File: src/rtl/multi_edge_detector.sv
// Per-channel synchronizer, optional debounce filter, registered edge pulses and sticky pending flags.
// Define MULTI_EDGE_DETECTOR_DEBOUNCE_EN to build the per-channel debounce filter in.
module multi_edge_detector #(
  parameter int N_CHANNELS      = 4,
  parameter int SYNC_STAGES     = 2,
  parameter int DEBOUNCE_CYCLES = 4
) (
  input  logic                  clk,
  input  logic                  rst,
  input  logic [N_CHANNELS-1:0] in,
  input  logic [N_CHANNELS-1:0] enable,
  input  logic [N_CHANNELS-1:0] clear,
  output logic [N_CHANNELS-1:0] level,
  output logic [N_CHANNELS-1:0] positive_edge,
  output logic [N_CHANNELS-1:0] negative_edge,
  output logic                  any_edge,
  output logic [N_CHANNELS-1:0] pending
);

  logic [SYNC_STAGES-1:0][N_CHANNELS-1:0] sync_r;
  logic [N_CHANNELS-1:0]                  sync_s;
  logic [N_CHANNELS-1:0]                  level_r;
  logic [N_CHANNELS-1:0]                  prev_r;
  logic [N_CHANNELS-1:0]                  pos_r;
  logic [N_CHANNELS-1:0]                  neg_r;
  logic [N_CHANNELS-1:0]                  pending_r;
  logic                                   any_r;
  logic [N_CHANNELS-1:0]                  pos_s;
  logic [N_CHANNELS-1:0]                  neg_s;

  assign sync_s = sync_r[SYNC_STAGES-1];

  // Synchronizer chain; stage 0 samples the raw asynchronous inputs.
  always_ff @(posedge clk) begin
    if (rst) begin
      sync_r <= '0;
    end else begin
      sync_r <= {sync_r[SYNC_STAGES-2:0], in};
    end
  end

`ifdef MULTI_EDGE_DETECTOR_DEBOUNCE_EN
  localparam int               CNT_W    = $clog2(DEBOUNCE_CYCLES + 1);
  localparam logic [CNT_W-1:0] CNT_LAST = CNT_W'(DEBOUNCE_CYCLES - 1);
  localparam logic [CNT_W-1:0] CNT_ONE  = CNT_W'(1);

  logic [CNT_W-1:0] cnt_r [N_CHANNELS];

  // A changed level is accepted only once it has persisted DEBOUNCE_CYCLES consecutive cycles.
  always_ff @(posedge clk) begin
    if (rst) begin
      level_r <= '0;
      for (int i = 0; i < N_CHANNELS; i++) begin
        cnt_r[i] <= '0;
      end
    end else begin
      for (int i = 0; i < N_CHANNELS; i++) begin
        if (sync_s[i] == level_r[i]) begin
          cnt_r[i] <= '0;
        end else if (cnt_r[i] == CNT_LAST) begin
          level_r[i] <= sync_s[i];
          cnt_r[i]   <= '0;
        end else begin
          cnt_r[i] <= cnt_r[i] + CNT_ONE;
        end
      end
    end
  end
`else
  localparam int unused_debounce_cycles = DEBOUNCE_CYCLES;

  // Without the filter the last synchronizer stage is the accepted level.
  assign level_r = sync_s;
`endif

  assign pos_s = level_r & ~prev_r & enable;
  assign neg_s = ~level_r & prev_r & enable;

  // Edge pulses, their OR, and sticky pending flags where a new edge beats a clear.
  always_ff @(posedge clk) begin
    if (rst) begin
      prev_r    <= '0;
      pos_r     <= '0;
      neg_r     <= '0;
      any_r     <= 1'b0;
      pending_r <= '0;
    end else begin
      prev_r    <= level_r;
      pos_r     <= pos_s;
      neg_r     <= neg_s;
      any_r     <= |(pos_s | neg_s);
      pending_r <= (pending_r & ~clear) | pos_r | neg_r;
    end
  end

  assign level         = level_r;
  assign positive_edge = pos_r;
  assign negative_edge = neg_r;
  assign any_edge      = any_r;
  assign pending       = pending_r;

endmodule

File: config.mk
export PLATFORM = sky130hd
export DESIGN_NAME = multi_edge_detector
export DESIGN_NICKNAME = d
export VERILOG_FILES = /design/src/rtl/multi_edge_detector.sv
export SDC_FILE = /design/constraint.sdc
export NUM_CORES = 1
export LEC_CHECK = 0
export ABC_AREA = 1
export CORE_MARGIN = 3
export CORE_UTILIZATION = 45
export CTS_CLUSTER_SIZE = 24
export DETAILED_ROUTE_END_ITERATION = 12
export DONT_BUFFER_PORTS = 1
export PLACE_DENSITY = 0.69
export SETUP_SLACK_MARGIN = 0.4
export SKIP_LAST_GASP = 1
export SYNTH_ARGS = -nofsm -noshare
export SYNTH_HDL_FRONTEND = slang
export SYNTH_SLANG_ARGS = --single-unit
File: constraint.sdc
create_clock -name clk -period 1 [get_ports clk]
set_clock_uncertainty 0.1 [all_clocks]
set_input_delay 0.05 -clock clk [delete_from_list [all_inputs] [get_ports clk]]
set_output_delay 0.05 -clock clk [all_outputs]
set_load 0.01 [all_outputs]
== Yosys cells after proc, flatten, opt, wreduce, memory -nomap -nowiden ==
Index checks and enable logic that the tools add are counted.
Storage, ports and cells
  register bits: 25
  output and inout port bits: 17
Operators by class
  reductions and logical operators: 1
  bitwise operators: 11
Operator list (count)
  $and 4x4->4: 5
  $not 4->4: 3
  $or 4x4->4: 3
  $reduce_or 4->1: 1

== Logic depth before layout (Yosys ltp) ==
Gate-level depths: netlist of run 1.
  word-level depth: 5
  gate-level depth with buffers: 5
  gate-level depth less buffers: 5

== Worst setup path before layout of run 1 ==
No wires, ideal clock.
  kind: register -> register
  start: reg sync_r (netlist bit level[1])
  end: reg any_r (netlist: any_edge)
  path buffers: 0
  setup time: 117 ps
  cell stages (with the launch flop): 6
  slack: 116 ps
  required time: 783 ps
  arrival time: 667 ps
  path through: dfxtp_1 -> inv_1 -> nand3_2 -> nand2_1 -> nor2_2 -> a21oi_2
Between the ends
  word-level cells in the longest chain between the ends: 5
  elaborated cells on any way between the ends: 7
RTL lines
  start, declared: RTL line 20  | logic [SYNC_STAGES-1:0][N_CHANNELS-1:0] sync_r;
  start signal, assigned: RTL line 38  | sync_r <= {sync_r[SYNC_STAGES-2:0], in};
  $not 4->4: RTL line 77  | assign neg_s = ~level_r & prev_r & enable;
  $and 4x4->4 (2 in series): RTL line 77
  $or 4x4->4 (*): RTL line 91  | any_r <= |(pos_s | neg_s);
  $reduce_or 4->1 (*): RTL line 91
  end signal, assigned: RTL line 91
  end, declared: RTL line 27  | logic any_r;
Every way passes the cells marked *; elsewhere a longest branch is shown, timed or not.
A chain may end at the register's enable or synchronous reset.

== Worst setup path in the final report of run 1 ==
  start: reg sync_r (netlist bit level[0])
  end: reg any_r (netlist: any_edge)
Same word-level chain as after synthesis.

==> results of run 1 <==
## sequential cells by signal, indices dropped and copies added (netlist names)
name	cells
pending	4
level	4
positive_edge	4
any_edge	1
prev_r	4
sync_r	4
negative_edge	4
## cells in the mapped netlist
master	number	area [µm²]
dfxtp_1	25	500
nor2_1	25	93.8
inv_1	18	67.6
nand2_1	8	30.0
nand3_1	5	25.0
a21oi_1	4	20.0
buf_4	4	30.0
buf_6	3	33.8
nand3_2	2	20.0
a21oi_2	1	8.76
inv_2	1	3.75
nand3b_1	1	7.51
nor2_2	1	6.26
## worst register-to-register path, delay by kind of cell, from the launching register on
kind,cells,cell delay [ns]
DFF,1,0.40
buffers and inverters,1,0.06
and+or+nand+nor,3,0.21
AOI/OAI and AO/OA,1,0.12
## what timing repair did
action,4_1_cts,5_1_grt
buffers inserted,4,1
pin swaps,15,12
gates resized for setup,11,32
hold endpoints to repair,25,21
endpoints found under the setup margin,34,37
## routing by layer
layer / global-route usage [%] / up-vias
met1: 14.1 / 259
met2: 21.9 / 26
li1: - / 295
met4: 5.53 / 0
met3: 4.89 / 5
met5: 0 / -
## area by class of cell
cell class                      instances  area [µm²]  area share, %
Clock inverter                          1        5.00          0.461
Inverter                               19        78.8           7.27
Clock buffer                            3        22.5           2.08
Multi-Input combinational cell         47         314           29.0
Tap cell                               25        31.3           2.88
Timing Repair Buffer                    9        85.1           7.84
Sequential cell                        25         548           50.5
## kinds of logic after synthesis
kind of cell / Yosys count / share of synthesized area, %
simple gates: 42 / 21.6
compound gates: 5 / 3.40
flops: 25 / 59.1
buf+inv: 26 / 16.0
## power breakdown
group | internal [mW] | switching (mW) | leakage (nW) | total, mW
registers | 1.01 | 0.0314 | 0.216 | 1.04
logic | 0.0508 | 0.0387 | 0.213 | 0.0895
clock network | 0.150 | 0.299 | 0.0177 | 0.449
## final timing paths
check	slack, ns	depth (start not counted)	to
max	0.07	5	any_edge
min	-0.34	1	level[3]
max reg2reg	0.07	5	any_edge
min reg2reg	0.30	2	level[1]
## through the flow
step / instance area [µm²] / setup WS [ns] / power, mW / hold WS [ns] / utilization, %
3_3_place_gp: 848 / 0.0674 / 1.12 / 0.0139 / 48.6
5_1_grt: 1080 / 0.0332 / 1.65 / -0.358 / 62.2
6_report: 1080 / 0.0708 / 1.58 / -0.342 / 62.2
4_1_cts: 980 / 0.0693 / 1.57 / -0.334 / 56.1
3_5_place_dp: 848 / 0.0503 / 1.13 / 0.0159 / 48.6
2_1_floorplan: 881 / 0.144 / 1.15 / 0.0570 / -
==> results.py, run 1 <==
metrics = {
    "run_status": {
        "status": "complete, but fails checks",
        "violations": "negative hold slack",
    },
    "timing": {
        "drv_slew": 0,
        "worstMarginPinSlew_ns": 0.138,
        "fin_crit_sh_pct": 92.9,
        "fin_setup_tns_ns": 0,
        "max_freq_ghz": 1.08,
        "final-hold-violation-count": 21,
        "finalCriticalPeriod_ns": 0.929,
        "rsz0062_at_grt": "true",
        "slew_headroom_pct": 90.8,
        "holdWs_ns": -0.342,
        "finalSetupViolCount": 0,
    },
    "route": {
        "drt-total-wl_um": 1520,
        "route.detailed.drc": 0,
        "first_iter_violations": 9,
        "drtPass1Iterations": 2,
        "drtAntennaViolNets": 0,
        "wire_per_inst_um": 11.8,
        "dr_wl_met2_um": 712,
        "vias": 585,
        "m1WireLength_um": 617,
        "routed_via_density": 4.53,
        "top_layer_used": "met4",
        "wl_met3_um": 152,
    },
    "power": {
        "p_leak_nw": 0.447,
        "power_density_nw_per_um2": 1460,
        "ir_worst_vdd_v": 0.000656,
    },
    "setup_path": {
        "critPathBufInv": 1,
        "critPathLaunchType": "flop",
        "timing.rr.start": "level[0]",
        "arrival_ns": 1.10,
        "cpPeakStageDelay_ns": 0.40,
        "critical_path_required_ns": 1.17,
        "end_kind": "flop",
        "slowest_stage": "dfxtp_4",
        "path_class": "flop to flop",
        "crit_chain": "inv_4 -> nand3_2 -> nand2_2 -> nor2_4 -> a21oi_2",
        "critPathTopFamily": "flip-flops",
        "cp-startpoint": "level[0]",
        "path_max_fanout": 3,
    },
    "floorplan": {
        "die_w_um": 49.4,
        "fp.dieArea_um2": 2440,
        "start_util_pct": 48.5,
        "chipHeight_um": 49.4,
        "rows": 15,
        "pin_count": 31,
        "core_area_um2": 1750,
    },
    "cts": {
        "cts.sinks": 25,
        "clock_latency_ns": 0.32,
        "cts_made_buffers": 3,
        "clockRootBuffer": "clkbuf_4",
        "cts_htree_levels": 1,
        "clkTransAtPathRegs_ns": 0.14,
        "postCtsHoldBufs": 4,
        "cts_tree": "built",
        "clockBufferDepth": 2,
    },
    "synthesis": {
        "synth.avg_cell_area_um2": 8.64,
        "netlist_area_um2": 847,
        "synth_cell_type_count": 13,
        "netlist_instances": 98,
        "ys_ff_latch": 25,
        "syn_nets": 112,
        "ys_warn_count": 0,
        "yosysSeqAreaShare_pct": 59.1,
    },
    "finish": {
        "n_fill_cell": 158,
        "area_growth_pct": 28.1,
        "final_common_cell": "nor2_1",
        "fin_cells": 129,
        "layout.nets": 119,
        "layout_common_cells": "nor2_1, dfxtp_2, inv_1",
        "diodes": 0,
        "drive_above_1_share_pct": 60.6,
    },
    "global_route": {
        "track_usage_pct": 12.8,
        "grt_pass1_vias": 589,
        "grt_max_degree": 26,
        "overflow": 0,
        "grt_pass1_wl_um": 2420,
        "antenna_found_initial": 0,
    },
    "place": {
        "port_buffers": 0,
        "gp_congestion": 0.609,
        "dp.cells": 116,
        "dp_hpwl_um": 890,
    },
    "flow_run": {
        "maxCapViolCount": 0,
    },
    "hold_path": {
        "hold_path.class": "input port to flop",
        "worstHoldStart": "rst",
    },
}
(Power assumes the default switching activity.)
==> run 2: changes to the inputs <==
ABC_CLOCK_PERIOD_IN_PS = 1050   (was default)
CORE_UTILIZATION = 30   (was 45)
PLACE_DENSITY = 0.53   (was 0.69)
clock period = 1.05 ns   (was 1 ns; I/O delays follow)
==> run 2 against run 1 <==
  * The run still ends with negative hold slack left
  * Critical path depth unchanged
  * Worst hold slack improved by 0.022 ns
  * Register-to-register slack improved by 0.04 ns
  * Clock power decreased by 9.1%
  * Worst setup slack improved by 0.038 ns
  * Sequential power decreased by 4%
  * Final cell count increased by 7.8%
  * Combinational power increased by 6.6%
  * Via count increased by 2.6%
  * Non-clock buffer count increased by 5
  * Largest power group unchanged
  * Highest routed layer unchanged
==> results.py, run 2 (synthesis results as in run 1) <==
metrics = {
    "route": {
        "routed_via_density": 4.32,
        "drtAntennaViolNets": 0,
        "vias": 600,
        "route.detailed.drc": 0,
        "drtPass1Iterations": 2,
        "wire_per_inst_um": 11.0,
        "drt-total-wl_um": 1530,
        "first_iter_violations": 3,
    },
    "finish": {
        "diodes": 0,
        "utilization_pct": 44.0,
        "area_growth_pct": 34.4,
        "fin_cells": 139,
        "drive_above_1_share_pct": 63.3,
        "final_common_cell": "dfxtp_2",
        "layout_common_cells": "dfxtp_2, nor2_1, inv_1",
        "layout.nets": 124,
    },
    "floorplan": {
        "fp.dieArea_um2": 3500,
        "chipHeight_um": 59.1,
        "core_area_um2": 2590,
        "pin_count": 31,
        "die_w_um": 59.1,
        "rows": 18,
        "start_util_pct": 32.7,
    },
    "place": {
        "dpl_worst_slack_ns": 0.104,
        "dp.cells": 121,
        "port_buffers": 0,
        "dp_hpwl_um": 956,
        "gp_congestion": 0.684,
    },
    "run_status": {
        "status": "complete, but fails checks",
        "violations": "negative hold slack",
    },
    "cts": {
        "postCtsHoldBufs": 4,
        "cts_htree_levels": 1,
        "clockRootBuffer": "clkbuf_4",
        "clkTransAtPathRegs_ns": 0.13,
        "clockBufferDepth": 2,
        "clock_latency_ns": 0.31,
        "cts_tree": "built",
        "cts.sinks": 25,
        "cts_made_buffers": 3,
    },
    "timing": {
        "fin_setup_tns_ns": 0,
        "finalSetupViolCount": 0,
        "finalCriticalPeriod_ns": 0.941,
        "holdWs_ns": -0.321,
        "drv_slew": 0,
        "slew_headroom_pct": 91.2,
        "final-hold-violation-count": 21,
        "max_freq_ghz": 1.06,
        "fin_ws_ns": 0.109,
        "fin_crit_sh_pct": 89.6,
        "rsz0062_at_grt": "true",
        "worstMarginPinSlew_ns": 0.132,
    },
    "setup_path": {
        "cp-startpoint": "level[1]",
        "arrival_ns": 1.05,
        "end_kind": "flop",
        "critPathLaunchType": "flop",
        "path_class": "flop to flop",
        "path_max_fanout": 3,
        "timing.rr.start": "level[1]",
        "critical_path_required_ns": 1.16,
    },
    "hold_path": {
        "hold_path.class": "input port to flop",
        "worstHoldStart": "rst",
    },
    "global_route": {
        "grt_pass1_vias": 590,
        "grt_pass1_wl_um": 2420,
        "track_usage_pct": 9.21,
        "grt_max_degree": 26,
        "antenna_found_initial": 0,
        "overflow": 0,
    },
    "flow_run": {
        "maxCapViolCount": 0,
    },
    "power": {
        "power_density_nw_per_um2": 1320,
        "p_leak_nw": 0.465,
        "total_power_mw": 1.50,
        "ir_worst_vdd_v": 0.00111,
    },
}
[run 2: stage by stage]
step / hold slack (ns) / cell area, µm²
6_report: -0.321 / 1140
5_1_grt: -0.357 / 1140
4_1_cts: -0.329 / 1020
3_5_place_dp: 0.0173 / 855
3_3_place_gp: 0.0171 / 855
2_1_floorplan: 0.0595 / 881
[run 2: final cells by class]
type / instances / area, µm²
clock buffer: 4 / 26.3
fill: 270 / 1450
timing repair buffer: 14 / 141
tap: 30 / 37.5
sequential: 25 / 543
multi-input combinational: 47 / 314
inverter: 19 / 76.3
[run 2: where the power goes]
group | switching, mW | leakage (nW) | total [mW] | internal, mW
Clock | 0.260 | 0.0150 | 0.408 | 0.148
Combinational | 0.0376 | 0.234 | 0.0954 | 0.0578
Sequential | 0.0297 | 0.216 | 0.999 | 0.970
[run 2: worst paths after layout]
path                            slack [ns]        end  cells after the start
worst max-delay path                  0.11   any_edge                      5
worst min-delay path                 -0.32  prev_r[0]                      1
worst max register to register        0.11   any_edge                      5
worst min register to register        0.31   level[3]                      2
[run 2: routing by layer]
layer  share of wire [%]  track usage (%)  wire (µm)
met3                  11             5.88        162
met2                  51             15.9        782
met5                   0                0          0
met1                  37             9.33        569
met4                0.79             1.94         12
[run 2: timing repair]
action,CTS,global route
gates cloned,0,0
setup endpoints to repair,34,36
hold endpoints to repair,25,21
gates resized for setup,16,31
buffers inserted,7,3
pin swaps,14,15
[run 2: worst max-delay path: stages, from the launching register on]
cell,delay [ns]
dfxtp_4,0.42
inv_4,0.05
nand3_4,0.06
nand2_2,0.05
nor2_2,0.11
a21oi_2,0.05
